### src/rtl/onehot_decoder.sv
// Binary-to-one-hot decoder with a zero-latency combinational path and a
// registered path that captures the decode whenever in_valid is high.
//
// Parameters:
//   INPUT_WIDTH    width of the binary index (1..16)
//   OUTPUT_WIDTH   width of the one-hot vector (1..2**INPUT_WIDTH)
//   OUT_ACTIVE_LOW 1 inverts both one-hot outputs (active bit reads 0)
//
// Ports:
//   clk          rising-edge clock
//   rst_n        asynchronous active-low reset (registered path only)
//   binary_in    index to decode
//   in_valid     qualifies binary_in for the registered path
//   one_hot_out  combinational decode of binary_in
//   range_err    combinational flag, binary_in >= OUTPUT_WIDTH
//   one_hot_q    registered decode, loaded when in_valid=1
//   range_err_q  registered range_err, loaded with one_hot_q
//   out_valid    one cycle after every accepted in_valid
module onehot_decoder #(
  parameter int unsigned INPUT_WIDTH    = 2,
  parameter int unsigned OUTPUT_WIDTH   = 1 << INPUT_WIDTH,
  parameter bit          OUT_ACTIVE_LOW = 1'b0
) (
  input  logic                    clk,
  input  logic                    rst_n,
  input  logic [INPUT_WIDTH-1:0]  binary_in,
  input  logic                    in_valid,
  output logic [OUTPUT_WIDTH-1:0] one_hot_out,
  output logic [OUTPUT_WIDTH-1:0] one_hot_q,
  output logic                    out_valid,
  output logic                    range_err,
  output logic                    range_err_q
);

  localparam int unsigned FULL_RANGE = 1 << INPUT_WIDTH;

  // Inactive pattern of the output vector; XOR with it applies the polarity.
  localparam logic [OUTPUT_WIDTH-1:0] IDLE_VEC = {OUTPUT_WIDTH{OUT_ACTIVE_LOW}};

  logic [OUTPUT_WIDTH-1:0] dec_raw;
  logic [OUTPUT_WIDTH-1:0] onehot_d, onehot_q;
  logic                    rerr_d, rerr_q;
  logic                    ovld_d, ovld_q;

  // Active-high decode; out-of-range indices match no bit and leave all zeros.
  always_comb begin
    dec_raw = '0;
    for (int unsigned k = 0; k < OUTPUT_WIDTH; k++) begin
      dec_raw[k] = (32'(binary_in) == k);
    end
  end

  // A full-range decoder can never see an out-of-range index.
  if (OUTPUT_WIDTH >= FULL_RANGE) begin : g_full_range
    assign range_err = 1'b0;
  end else begin : g_partial_range
    assign range_err = (32'(binary_in) >= OUTPUT_WIDTH);
  end

  assign one_hot_out = dec_raw ^ IDLE_VEC;

  // Capture only on in_valid so an undriven index while idle cannot leak in.
  always_comb begin
    onehot_d = onehot_q;
    rerr_d   = rerr_q;
    ovld_d   = in_valid;
    if (in_valid) begin
      onehot_d = one_hot_out;
      rerr_d   = range_err;
    end
  end

  // Registered path state.
  always_ff @(posedge clk or negedge rst_n) begin
    if (!rst_n) begin
      onehot_q <= IDLE_VEC;
      rerr_q   <= 1'b0;
      ovld_q   <= 1'b0;
    end else begin
      onehot_q <= onehot_d;
      rerr_q   <= rerr_d;
      ovld_q   <= ovld_d;
    end
  end

  assign one_hot_q   = onehot_q;
  assign range_err_q = rerr_q;
  assign out_valid   = ovld_q;

endmodule

### config.mk
export PLATFORM = sky130hd
export DESIGN_NAME = onehot_decoder
export DESIGN_NICKNAME = d
export VERILOG_FILES = /design/src/rtl/onehot_decoder.sv
export SDC_FILE = /design/constraint.sdc
export NUM_CORES = 1
export LEC_CHECK = 0
export ABC_AREA = 1
export ABC_CLOCK_PERIOD_IN_PS = 800
export CAP_MARGIN = 10
export CORE_AREA = 2 2 39 41
export CTS_CLUSTER_SIZE = 20
export DETAILED_ROUTE_END_ITERATION = 10
export DIE_AREA = 0 0 41 43
export PLACE_DENSITY = 0.5
export SETUP_SLACK_MARGIN = 0.4
export SYNTH_ARGS = -nofsm -noshare
export SYNTH_HDL_FRONTEND = slang
export SYNTH_SLANG_ARGS = --single-unit
### constraint.sdc
create_clock -name clk -period 0.8 [get_ports clk]
set_input_delay 0.08 -clock clk [delete_from_list [all_inputs] [get_ports clk]]
set_output_delay 0.08 -clock clk [all_outputs]
set_load 0.01 [all_outputs]
==> metrics.md, run 1 <==
| Metric | Value |
|---|---|
| P&R area growth vs syn | 124% |
| Max Clk Rate | between 1 and 1.5 GHz |
| Remaining DRCs | 0 |
| Hold WC Path Type | input port to asynchronous set/reset pin |
| Leading area contributor after synthesis | dfrtp_1 |
| Crit Path Max Fanout | 2 |
| Unrepaired setup endpoints after global routing | yes |
| Finished layout cell area | 504 µm² |
| CTS root buf | clkbuf_4 |
| Hold slack | 0.0587 ns |
| CTS clk-pin slew, worst paths | 0.04 ns |
| # nets final | 59 |
| Netlist Area Pre-Place | 225 µm² |
| Largest net degree at the start of global routing | 7 |
| H-tree Lvls | 1 |
| Layout cell share with drive strength beyond 1 | 0.604 |
| Seq cells post-synth | 5 |
| Post-route insts no fill | 69 |
| FF-to-FF Start | one_hot_q[0] |
| Die Wd | 41 µm |
| GRT Total Usage | 0.0726 |
| Vias | around 240 |
| Worst path cell trace | buf_6 |
| FF-to-FF End | one_hot_q[0] |
| Count of pins over their slew limit | 0 |
| Power Total | 773 µW |
| Core area | 1380 µm² |
| Post-synthesis sequential area ratio | 0.556 |
| Kind of critical path | flop to output pin |
| Share of the synthesized area in the top cell type | 0.556 |
| Initial DRC Count | 2 |
| Clock latency on the worst-skew pair | 0.24 ns |
| Post-DP HPWL | ~370 µm |
| Min Tclk post-route | 0.835 ns |
| Final hold vios | 0 |
| Clock Path Buffers | 2 |
| Global-route wire length before repair | about 790 µm |
| R2R cell count | 4 |
| Leakage | 0.279 nW |
| IR drop worst, VDD | 0.000434 V |
| Rows | 14 |
| Worst EP arrival | 0.76 ns |
| Placed Area | 417 µm² |
| CP top delay family | flip-flops |
| Clock Skews | 0 ns |
| GRT Residual Overflow | 0 |
| Die height | 43 µm |
| Status | complete, but fails checks |
| Via-per-instance ratio | around 3.5 |
| Synth area leaders | dfrtp_1 56%, nand2_1 17%, nand3_1 6.7% |
| Initial antenna violation count | 0 |
| Die area | about 1800 µm² |
| Post-layout util | 0.364 |
| Drt wl/cell | 7.68 µm |
| Remaining antenna violation count | 0 |
| Clock sinks | 5 |
| Pwr dens | 1530 nW/µm² |
| CP endpoint kind | output pin |
| Cells after synthesis | 28 |
| Starting Density | 0.163 |
| Synth Warn # | 0 |
| N_diodes | 0 |
| Final setup margin | -0.0351 ns |
| Bufs and invs on worst path | 1 |
| Yosys cell types | 8 |
| Max-cap viol count | 0 |
| CP peak stage delay | 0.39 ns |
| Vias in the first global route | roughly 230 |
| WP data required | 0.72 ns |
| Placed insts | 63 |
| PortBufs | 13 |
| Io pins | 16 |
| TritonCTS Buffers | 3 |
| Final worst-path cycle share | 1.04 |
| First-pass DRT Iterations | 2 |
| CP Launch Type | flop |
| Finish-stage setup viols | 4 |
| Final wirelength | 530 µm |
| Final Wtd Congestion | 0.673 |
| Worst reg-to-reg setup slack | 0.03 ns |
| Syn_area_per_cell | 8.04 µm² |
| CP max stage cell | dfrtp_1 |
| Failing checks | setup timing |
| CTS tree | yes |
through the flow:
step | setup slack, ns | setup TNS (ns)
after floorplan | 0.195 | 0
after global placement | -0.627 | -3.92
after detailed placement | -0.617 | -3.94
after CTS | -0.0479 | -0.163
after global routing | -0.0742 | -0.267
final | -0.0351 | -0.122
cells in the mapped netlist:
cell type	number
nor2_2	1
inv_1	4
nor2_1	2
dfrtp_1	5
buf_4	2
nand3_1	3
nand2_1	10
conb_1	1
cell families (layout without fill, tap and decap cells):
kind of cell | after synthesis | in the layout | share of synthesized area
simple gates | 16 | 16 | 0.294
flops | 5 | 5 | 0.556
other cells | 1 | 2 | 0.0167
buf+inv | 6 | 30 | 0.133
sequential cells by signal, summed over array words and instances (netlist names):
name / flops
out_valid: 1
one_hot_q: 4
worst max-delay path by stage:
stage | depth (start not counted) | end | start
6_report | 1 | one_hot_q[1] | one_hot_q[1]
5_1_grt | 1 | one_hot_q[0] | one_hot_q[0]
4_1_cts | 1 | one_hot_q[3] | one_hot_q[3]
3_5_place_dp | 4 | one_hot_out[2] | binary_in[1]
3_3_place_gp | 4 | one_hot_out[2] | binary_in[1]
2_1_floorplan | 2 | one_hot_q[0] | one_hot_q[0]
worst reg2reg max path: cells and delay by family (launching register included):
kind / cells / cell delay [ns]
DFF: 1 / 0.37
and+or+nand+nor: 2 / 0.08
buffers and inverters: 2 / 0.22
where the power goes:
part	switching, mW	internal, mW	total, mW	leakage, nW
logic	0.0847	0.117	0.202	0.200
clock network	0.101	0.188	0.289	0.0150
registers	0.00975	0.272	0.282	0.0637
total	0.195	0.578	0.773	0.279
area by class of cell:
type	instances	area, µm²
flip-flops and latches	5	125
clock buffers	4	26.3
well taps	16	20.0
multi-input cells	18	101
fillers	156	880
inverters	4	20.0
repair buffers	22	211
metal layers:
metal	vias to the layer above	GRT usage	share of wire
met1	103	0.0749	0.40
met2	11	0.0969	0.52
met5	-	0	0
li1	129	-	-
met3	0	0	0.087
met4	0	0.120	0
repair_timing:
action	CTS	global route
hold buffers	0	0
cloned	0	0
buffers inserted	2	0
setup endpoints to repair	14	13
pin swaps	3	3
gates resized for setup	60	14
layout by cell type (no fill, tap or decap):
cell / instances
nand3_1: 3
inv_1: 1
buf_4: 5
inv_4: 2
buf_12: 2
nor2_2: 1
clkbuf_4: 3
dfrtp_1: 5
clkdlybuf4s50_1: 1
buf_2: 5
inv_2: 1
nand2_4: 1
dlygate4sd2_1: 1
conb_1: 2
nand2_2: 2
nor2_4: 2
nand2_1: 7
buf_6: 8
clkbuf_1: 1
(Power assumes the default switching activity.)
==> run 2, diff against run 1 <==
--- a/config.mk
+++ b/config.mk
@@ -17,3 +17,4 @@
 export SYNTH_ARGS = -nofsm -noshare
 export SYNTH_HDL_FRONTEND = slang
 export SYNTH_SLANG_ARGS = --single-unit
+export TNS_END_PERCENT = 100
==> results of run 2 <==
The final DEF is identical to that of run 1; final timing and power are the same.
